### src/rtl/tc_pkg.sv
// Shared definitions for the timer_counter peripheral and the bridge that
// decodes it.
//   - FSM state encoding
//   - register word offsets (addr[3:2])
//   - CTRL bit positions and mode codes
//   - TC0/TC1 base byte addresses on the peripheral bridge
package tc_pkg;

  typedef enum logic [1:0] {
    IDLE = 2'd0,
    LOAD = 2'd1,
    CNT  = 2'd2,
    INT  = 2'd3
  } tc_state_e;

  localparam logic [1:0] ADDR_CTRL   = 2'd0;
  localparam logic [1:0] ADDR_PRESET = 2'd1;
  localparam logic [1:0] ADDR_COUNT  = 2'd2;

  localparam int unsigned CTRL_EN      = 0;
  localparam int unsigned CTRL_MODE_LO = 1;
  localparam int unsigned CTRL_MODE_HI = 2;
  localparam int unsigned CTRL_IM      = 3;

  localparam logic [1:0] MODE_ONESHOT = 2'b00;
  localparam logic [1:0] MODE_RELOAD  = 2'b01;

  localparam logic [31:0] TC0_BASE = 32'h0000_7F00;
  localparam logic [31:0] TC1_BASE = 32'h0000_7F10;

endpackage

### src/rtl/timer_counter.sv
// timer_counter: memory-mapped 32-bit down-counting timer with interrupt.
// Registers (addr[3:2]): 0 CTRL[3:0] R/W, 1 PRESET R/W, 2 COUNT RO, 3 reads 0.
// CTRL: [0] EN, [2:1] MODE (01 auto-reload, anything else one-shot), [3] IM.
// Ports:
//   clk   - system clock
//   reset - synchronous, active-high reset
//   addr  - word address from the bridge; only addr[3:2] is decoded
//   we    - full-word write strobe
//   din   - write data
//   dout  - combinational read data for addr[3:2]
//   irq   - interrupt request, irq_flag gated by CTRL.IM
module timer_counter
  import tc_pkg::*;
(
  input  logic        clk,
  input  logic        reset,
  input  logic [31:2] addr,
  input  logic        we,
  input  logic [31:0] din,
  output logic [31:0] dout,
  output logic        irq
);

  tc_state_e   state;
  logic [3:0]  ctrl;
  logic [31:0] preset;
  logic [31:0] count;
  logic        irq_flag;

  logic [1:0]  reg_sel;
  logic        ctrl_wr;
  logic        preset_wr;
  logic        reload_mode;
  logic        unused_addr;

  assign reg_sel     = addr[3:2];
  assign ctrl_wr     = we && (reg_sel == ADDR_CTRL);
  assign preset_wr   = we && (reg_sel == ADDR_PRESET);
  assign reload_mode = (ctrl[CTRL_MODE_HI:CTRL_MODE_LO] == MODE_RELOAD);
  assign unused_addr = ^addr[31:4];

  always_ff @(posedge clk) begin
    if (reset) begin
      state    <= IDLE;
      ctrl     <= '0;
      preset   <= '0;
      count    <= '0;
      irq_flag <= 1'b0;
    end else begin
      // Assignment order sets the collision priorities: the CTRL-write clear
      // of irq_flag precedes the FSM so INT can re-set it, while the CTRL
      // register write follows the FSM so it overrides INT clearing EN.
      if (ctrl_wr) begin
        irq_flag <= 1'b0;
      end

      if (preset_wr) begin
        preset <= din;
      end

      unique case (state)
        IDLE: begin
          if (reload_mode) begin
            irq_flag <= 1'b0;
          end
          if (ctrl[CTRL_EN]) begin
            state <= LOAD;
          end
        end
        LOAD: begin
          count <= preset;
          state <= CNT;
        end
        CNT: begin
          if (!ctrl[CTRL_EN]) begin
            state <= IDLE;
          end else if (count > 32'd1) begin
            count <= count - 32'd1;
          end else begin
            // Covers both 1 and 0, so PRESET=0 gets a single CNT cycle too.
            count <= '0;
            state <= INT;
          end
        end
        INT: begin
          irq_flag <= 1'b1;
          if (!reload_mode) begin
            ctrl[CTRL_EN] <= 1'b0;
          end
          state <= IDLE;
        end
        default: state <= IDLE;
      endcase

      if (ctrl_wr) begin
        ctrl <= din[3:0];
      end
    end
  end

  always_comb begin
    dout = '0;
    unique case (reg_sel)
      ADDR_CTRL:   dout = {28'd0, ctrl};
      ADDR_PRESET: dout = preset;
      ADDR_COUNT:  dout = count;
      default:     dout = '0;
    endcase
  end

  assign irq = irq_flag & ctrl[CTRL_IM];

endmodule
### config.mk
export PLATFORM = sky130hd
export DESIGN_NAME = timer_counter
export DESIGN_NICKNAME = d
export VERILOG_FILES = /design/src/rtl/tc_pkg.sv /design/src/rtl/timer_counter.sv
export SDC_FILE = /design/constraint.sdc
export NUM_CORES = 1
export LEC_CHECK = 0
export ABC_CLOCK_PERIOD_IN_PS = 2580
export BUFFER_PORTS_ARGS = -buffer_cell sky130_fd_sc_hd__buf_2
export CAP_MARGIN = 20
export CORE_MARGIN = 10
export CORE_UTILIZATION = 45
export DETAILED_ROUTE_END_ITERATION = 10
export GPL_TIMING_DRIVEN = 0
export PLACE_DENSITY = 0.68
export SLEW_MARGIN = 10
export SYNTH_ARGS = -nofsm -noshare
export SYNTH_HDL_FRONTEND = slang
export SYNTH_SLANG_ARGS = --single-unit
export TNS_END_PERCENT = 1
### constraint.sdc
create_clock -name clk -period 2.58 [get_ports clk]
set_input_delay 0.129 -clock clk [delete_from_list [all_inputs] [get_ports clk]]
set_output_delay 0.129 -clock clk [all_outputs]
set_load 0.1 [all_outputs]
# After elaboration in Yosys (flattened, before gate mapping)
# Cells that the tools add are included.
dict set report classes {
  reduce_logical 9
  addsub 1
  order_cmp 1
  eq_ne 10
  n_bitwise 1
  muxes 14
}
# cell n
set ops {}
lappend ops {{$pmux 32 s3} 1}
lappend ops {{$mux 32} 2}
lappend ops {{$pmux 32 s2} 1}
lappend ops {{$gt 32x1->1 const B} 1}
lappend ops {{$sub 32x1->32 const B} 1}
lappend ops {{$pmux 2 s4} 1}
lappend ops {{$eq 2x1->1 const B} 3}
lappend ops {{$eq 2x2->1 const B} 3}
lappend ops {{$mux 2} 3}
lappend ops {{$ne 2x2->1 const B} 3}
lappend ops {{$reduce_and 2->1} 3}
lappend ops {{$mux 1} 5}
lappend ops {{$logic_not 2->1} 2}
lappend ops {{$reduce_bool 2->1} 2}
lappend ops {{$ne 3x3->1 const B} 1}
lappend ops {{$logic_and 1x1->1} 2}
lappend ops {{$pmux 1 s2} 1}
lappend ops {{$and 1x1->1} 1}
dict set report totals {
  ff_bits 71
  word_cells 42
  output_inout_bits 33
}

# Logic depth before layout (Yosys ltp)
# Gate-level depths: netlist of run 1.
dict set report logic_depth {
  ltp_word 5
  ltp_mapped 9
}

# Least setup slack after synthesis of run 1
# OpenSTA, ideal clock, no wires.
dict set report synth_path {
  path_type {register -> output}
  from {reg count[2]}
  to {out dout[2]}
  path_stages_with_launch 4
  slack_ns -0.276
  path_buffers 1
  required_time_ns 2.451
  arrival_time_ns 2.727
  path_cell_list {dfxtp_1 -> clkbuf_1 -> mux2i_1 -> o21ai_0}
}
dict set report synth_between {
  elab_chain_len 1
}
# item line_no
set synth_lines {}
lappend synth_lines {{from (decl)} timer_counter.sv:27} ;# logic [31:0] count;
lappend synth_lines {{from (signal assigned)} timer_counter.sv:71} ;# count <= preset;
lappend synth_lines {{from (signal assigned)} timer_counter.sv:78} ;# count <= count - 32'd1;
lappend synth_lines {{$pmux 32 s3} timer_counter.sv:103} ;# unique case (reg_sel)
lappend synth_lines {{to (decl)} timer_counter.sv:20} ;# output logic [31:0] dout,
# Every way passes these cells.

# Final worst setup path of run 1
dict set report layout_path {
  from {reg count[27]}
  to {reg state[1]}
}
dict set report layout_between {
  elab_chain_len 3
}
# item line_no
set layout_lines {}
lappend layout_lines {{$gt 32x1->1} timer_counter.sv:77} ;# end else if (count > 32'd1) begin
lappend layout_lines {{$ne 3x3->1 (no line)} -}
lappend layout_lines {{$reduce_and 2->1 (no line)} -}
lappend layout_lines {{to (signal assigned)} timer_counter.sv:76} ;# state <= IDLE;
lappend layout_lines {{to (signal assigned)} timer_counter.sv:82} ;# state <= INT;
lappend layout_lines {{to (signal assigned)} timer_counter.sv:90} ;# state <= IDLE;
lappend layout_lines {{to (decl)} timer_counter.sv:24} ;# tc_state_e state;
# Every way passes these cells.
# A chain may end at the register's enable or synchronous reset.

==> summary.md, run 1 <==
| Metric | Value |
|---|---|
| Yosys warning count | 0 |
| CP max FO | 6 |
| Min Tclk post-route | 2570 ps |
| Area contributors post-synth | dfxtp_1, nand2_1, a21oi_1 |
| GRT Residual Overflow | 0 |
| Clock Latency Late Sink | 360 ps |
| DRT iter0 DRCs | 391 |
| CTS tree | yes |
| Ant. Diodes | 0 |
| Asr flop ratio synth | 0% |
| Netlist cell types | 51 |
| Psw | 2.91 mW |
| Die Ht | 115 µm |
| Routed wire length per instance | 20.2 µm |
| Max Cap Viol | 0 |
| Root Buffer | clkbuf_8 |
| Setup TNS | 0 ps |
| Row cnt | 34 |
| Total global-route track usage | 22.1% |
| Clock Path Buffers | 2 |
| Min-delay src | din[30] |
| Synth Area per Inst | 7.53 µm² |
| Max Freq | 389 MHz |
| Critical Path Sink Type | register |
| Syn Inst Count | 543 |
| DRC violations left | 0 |
| Power Density | 1210 nW/µm² |
| Critical Path RT | 2840 ps |
| Final period util | 99.7% |
| CP Class | reg2reg |
| Unrepaired setup endpoints after global routing | yes |
| Core ar. | 8760 µm² |
| Largest net degree at the start of global routing | 13 |
| Total CTS buffers | 9 |
| Reg clk slew, reported paths | 80 ps |
| I/O pins | 98 |
| Synthesis-to-layout area growth | 20.8% |
| R2r startpoint | count[27]$_SDFFE_PP0P_ |
| Post-synth top area share | 34.8% |
| Sequential power share | 25.8% |
| Number of port buffers | 67 |
| Hold Fails Final Rpt | 0 |
| Final nets | 698 |
| Routed vias | 4617 |
| H-tree lvl count | 3 |
| Synthesized cell area | 4090 µm² |
| Slew Limit Fails | 0 |
| Post-synthesis sequential area ratio | 34.8% |
| Setup violators final | 0 |
| First-pass GRT wire length | 23.5 mm |
| DIE AREA | 13300 µm² |
| Initial core utilization | 46.7% |
| Final wirelength | 14.9 mm |
| Drt pass-1 iters | 6 |
| Combinational Power Share | 53.7% |
| Placed insts | 718 |
| Startpoint Class | register |
| Placer Congestion | 0.995 |
| Die Wd | 115 µm |
| Vias in the first global route | 4448 |
| Post-synth EDFFs | 0 |
| Sink Count | 71 |
| Leak Pwr | 1.96 nW |
| Worst R2R Path Depth | 5 |
| DP HPWL | 10.6 mm |
| Synth area leader | dfxtp_1 |
| Critical path arrival | 2830 ps |
| Most used DFF post-synth | dfxtp_1 |
| Layout cell share with drive strength beyond 1 | 18.8% |
| Clock skew | 9.62 ps |
| Hold Path Depth | 3 |
| Peak VDD IR | 0.540 mV |
| Clk network pwr share | 20.5% |
| Worst hold path type | in2reg |
| Initial antenna violation count | 0 |
| Outcome | finished, final reports clean |
| Switching portion of total power | 48.7% |
| Worst hold slack | 3.85 ps |
| Post-synthesis register bit count | 71 |
| Vias per inst | 6.24 |
| Post-DRT Antenna Nets | 0 |
| Int Power | 3.06 mW |
| Worst-Margin Slew | 972 ps |
| CP startpoint | count[27]$_SDFFE_PP0P_ |
| Post-Layout Cell Count | 740 |
| Mapped Nets | 614 |
| Worst slew margin | 35.1% |
flip-flops by register name (all words and copies together) (netlist names):
signal    cells
count        32
preset       32
ctrl          4
state         2
irq_flag      1
synthesized netlist by cell type, drive strengths merged, types with 5 or more instances:
cell type / number
nor2: 46
ha: 6
clkbuf: 38
nand2: 87
or4: 8
dfxtp: 71
or2: 5
a211oi: 23
o21ai: 41
mux2i: 8
a31oi: 5
a21oi: 63
inv: 12
a21o: 7
a22o: 28
nand3: 6
o31ai: 7
nor4: 11
nor3: 10
final timing paths:
| check | endpoint | slack [ps] |
|---|---|---|
| max | state[1]$_SDFFE_PP0P_ | 9 |
| min reg2reg | preset[5]$_SDFFE_PP0P_ | 480 |
| max reg2reg | state[1]$_SDFFE_PP0P_ | 9 |
| min | preset[30]$_SDFFE_PP0P_ | 4 |
area by class of cell:
type	count	area, µm²
sequential	71	1420
timing repair buffer	73	385
clock inverter	5	129
clock buffer	11	141
buffer	41	165
multi-input combinational	419	2520
fill	839	3820
tap	108	135
inverter	12	45.0
kinds of logic after synthesis:
family | share of synthesized area (%)
AOI/OAI and AO/OA | 33.2
xor gates and xnor gates | 0.428
adders and majority gates | 1.84
buffers and inverters | 4.90
DFF | 34.8
muxes | 2.23
and+or+nand+nor | 22.7
metrics by stage:
step | worst slack [ps] | power, mW | instance area (µm²) | util [%]
after global placement | -182 | 4.44 | 4560 | 52.0
after global routing | -19.3 | 6.31 | 4940 | 56.4
final | 8.71 | 5.98 | 4940 | 56.4
after floorplan | -162 | 3.76 | 4090 | -
after CTS | 17.3 | 5.79 | 4900 | 55.9
after detailed placement | -232 | 4.51 | 4560 | 52.0
worst max-delay path, stage by stage, from the launching register on:
cell	delay, ps
dfxtp_1	380
or4_4	590
or4_4	550
o31ai_4	400
mux2i_1	160
a2111oi_2	390
repair_timing:
item                       CTS  global route
gates resized for setup      7            12
buffers inserted             2             2
hold buffers                 2             0
hold endpoints to repair     2             0
setup endpoints to repair   28            35
pin swaps                    2             2
power by group through the flow:
stage	Clock [mW]	Sequential (mW)	Combinational [mW]
global placement	0	1.52	2.92
finish	1.22	1.54	3.21
detailed placement	0	1.53	2.97
global route	1.27	1.57	3.47
floorplan	0	1.46	2.30
CTS	1.22	1.52	3.05
cell usage in the layout (no fill, tap or decap), drive strengths merged, types with 11 or more instances in the layout:
cell    instances
a22o           28
a211oi         23
inv            12
nor2           46
o21ai          41
dfxtp          71
nand2          87
buf            74
clkbuf         49
a21oi          63
nor4           11
per-layer routing:
metal,global-route usage [%],share of wire [%]
met5,0,0
met2,34.6,45
met1,28.1,42
met3,5.36,9.4
met4,10.1,3.2
No activity file was read; power rests on OpenSTA's default activity.
==> run 2, diff against run 1 <==
--- a/config.mk
+++ b/config.mk
@@ -5,14 +5,16 @@
 export SDC_FILE = /design/constraint.sdc
 export NUM_CORES = 1
 export LEC_CHECK = 0
-export ABC_CLOCK_PERIOD_IN_PS = 2580
+export ABC_CLOCK_PERIOD_IN_PS = 2600
 export BUFFER_PORTS_ARGS = -buffer_cell sky130_fd_sc_hd__buf_2
 export CAP_MARGIN = 20
 export CORE_MARGIN = 10
 export CORE_UTILIZATION = 45
 export DETAILED_ROUTE_END_ITERATION = 10
+export GPL_ROUTABILITY_DRIVEN = 1
 export GPL_TIMING_DRIVEN = 0
 export PLACE_DENSITY = 0.68
+export SETUP_SLACK_MARGIN = 0.3
 export SLEW_MARGIN = 10
 export SYNTH_ARGS = -nofsm -noshare
 export SYNTH_HDL_FRONTEND = slang
==> constraint.sdc (replaced) <==
create_clock -name clk -period 2.6 [get_ports clk]
set_input_delay 0.13 -clock clk [delete_from_list [all_inputs] [get_ports clk]]
set_output_delay 0.13 -clock clk [all_outputs]
set_load 0.1 [all_outputs]
==> run 2 against run 1 <==
  * Clock power hardly changed
  * Register-to-register slack better by 230 ps
  * Via count is 0.52% higher
  * Non-clock buffer count is 8 higher
  * Die area stayed put
  * Sequential share of layout area is 0.58 points lower
  * Design area is 2.7% higher
  * Hold slack better by 1.6 ps
  * Maximum frequency is 9.1% higher
  * Sequential cell count stayed put
  * Critical path depth stayed put
  * First-iteration DRC count is 2.8% higher
  * Critical endpoint unchanged
==> summary.md, run 2 (synthesis results as in run 1) <==
| Metric | Value |
|---|---|
| Critical Path End | state[1]$_SDFFE_PP0P_ |
| Max Cap Viol | 0 |
| Combinational Power Share | 55.6% |
| Ant. Diodes | 0 |
| Row cnt | 34 |
| I/O pins | 98 |
| Clk network pwr share | 19.6% |
| CP max-delay cell | or4_4 |
| Switching portion of total power | 47.7% |
| Routed wire length per instance | 20.1 µm |
| Most frequent cells in the layout | nand2_1, buf_2, dfxtp_1, a21oi_1, nor2_1 |
| Initial antenna violation count | 0 |
| Sink Count | 71 |
| CP max FO | 4 |
| Startpoint Class | register |
| Post-route setup slack | 244 ps |
| Commonest non-fill, non-tap cell in the layout | nand2_1 |
| Leak Pwr | 2.04 nW |
| Cell count along the critical path | 5 |
| Root Buffer | clkbuf_8 |
| DP HPWL | 10.6 mm |
| CP top delay family | simple AND/OR/NAND/NOR gates |
| Hold Fails Final Rpt | 0 |
| Clock Path Buffers | 2 |
| CP Class | reg2reg |
| Vias per inst | 6.20 |
| Final wirelength | 15.0 mm |
| Most repeated library cell on the critical path | or4_4 |
| DRT iter0 DRCs | 402 |
| Critical path, cell by cell | or4_4, or4_4, o31ai_4, mux2i_1, a2111oi_2 |
| Unrepaired setup endpoints after global routing | yes |
| DIE AREA | 13300 µm² |
| Placer Congestion | 0.995 |
| CP startpoint | count[30]$_SDFFE_PP0P_ |
| Final period util | 90.6% |
| Critical Path Sink Type | register |
| CTS tree | yes |
| Critical path arrival | 2610 ps |
| H-tree lvl count | 3 |
| Int Power | 3.25 mW |
| Drt pass-1 iters | 5 |
| Routed vias | 4641 |
| Initial core utilization | 46.7% |
| R2r startpoint | count[30]$_SDFFE_PP0P_ |
| Total global-route track usage | 22.1% |
| Min Tclk post-route | 2360 ps |
| Vias in the first global route | 4462 |
| Worst hold path type | in2reg |
| Die Wd | 115 µm |
| First-pass GRT wire length | 23.5 mm |
| Critical path buffers and inverters | 0 |
| Number of port buffers | 67 |
| Psw | 2.96 mW |
| Core Util, Final | 57.9% |
| Synthesis-to-layout area growth | 24.1% |
| Slew Limit Fails | 0 |
| Max incr delay on CP | 550 ps |
| Critical Path RT | 2860 ps |
| Critical R2R Capture | state[1]$_SDFFE_PP0P_ |
| Core ar. | 8760 µm² |
| Outcome | finished, final reports clean |
| Setup violators final | 0 |
| Peak VDD IR | 0.540 mV |
| Largest regs | count (32), preset (32), ctrl (4) |
| Clock skew | 9.15 ps |
| Final nets | 706 |
| Layout cell share with drive strength beyond 1 | 22.7% |
| Total CTS buffers | 9 |
| Largest net degree at the start of global routing | 13 |
| DP Worst Slack | -212 ps |
| Max Freq | 424 MHz |
| Worst slew margin | 34.7% |
| Worst hold slack | 5.49 ps |
| Clock Latency Late Sink | 350 ps |
| Post-DRT Antenna Nets | 0 |
| DRC violations left | 0 |
| Worst R2R Path Depth | 5 |
| GRT Residual Overflow | 0 |
| Power Density | 1220 nW/µm² |
| Reg2Reg Setup Slack | 240 ps |
| Die Ht | 115 µm |
| Worst-Margin Slew | 977 ps |
| Reg clk slew, reported paths | 80 ps |
| Sequential power share | 24.8% |
## run 2: cell count changes in the layout (fill, tap and decap cells not counted), sizes merged
cell    change
buf         +7
clkbuf      +1
## run 2: tightest hold or removal path, delay by kind of cell
family	cells	cell delay (ps)
and+or+nand+nor	1	50
buffers and inverters	1	90
AOI/OAI and AO/OA	1	50
## run 2: final cells by class
class | count | area (µm²)
timing repair buffer | 81 | 449
fill | 820 | 3690
clock buffer | 11 | 141
clock inverter | 5 | 129
multi-input combinational | 419 | 2560
tap | 108 | 135
inverter | 12 | 45.0
buffer | 41 | 186
sequential | 71 | 1430
## run 2: worst min path at each step
stage	from	endpoint	cells past startpoint
4_1_cts	din[10]	preset[10]$_SDFFE_PP0P_	3
3_5_place_dp	din[5]	preset[5]$_SDFFE_PP0P_	3
5_1_grt	din[14]	preset[14]$_SDFFE_PP0P_	3
3_3_place_gp	din[9]	preset[9]$_SDFFE_PP0P_	3
6_report	din[30]	preset[30]$_SDFFE_PP0P_	3
2_1_floorplan	din[10]	preset[10]$_SDFFE_PP0P_	2
## run 2: repair_timing
| action | 4_1_cts | 5_1_grt |
|---|---|---|
| buffers inserted | 4 | 8 |
| pin swaps | 5 | 7 |
| gates resized for setup | 9 | 40 |
| endpoints found under the hold margin | 2 | 0 |
| hold buffers | 2 | 0 |
| setup endpoints to repair | 54 | 46 |
## run 2: metal layers
metal  share of wire (%)  global-route usage (%)  vias to the layer above
li1                    -                       -                     2178
met1                  41                    28.1                     2154
met2                  45                    34.6                      258
met3                 9.6                    5.36                       51
met4                 3.9                    10.2                        0
met5                   0                       0                        -
## run 2: stage by stage
stage / power, mW / instances / area, µm² / TNS (ps)
floorplan: 3.74 / 543 / 4090 / -433
global placement: 4.41 / 718 / 4560 / -1250
detailed placement: 4.47 / 718 / 4560 / -2390
CTS: 5.81 / 740 / 4910 / 0
global route: 6.55 / 748 / 5070 / 0
finish: 6.21 / 748 / 5070 / 0
## run 2: power by group through the flow
stage	Combinational, mW	Clock [mW]	Sequential [mW]
3_5_place_dp	2.95	0	1.52
6_report	3.45	1.22	1.54
4_1_cts	3.09	1.21	1.51
2_1_floorplan	2.28	0	1.45
5_1_grt	3.71	1.26	1.57
3_3_place_gp	2.90	0	1.51
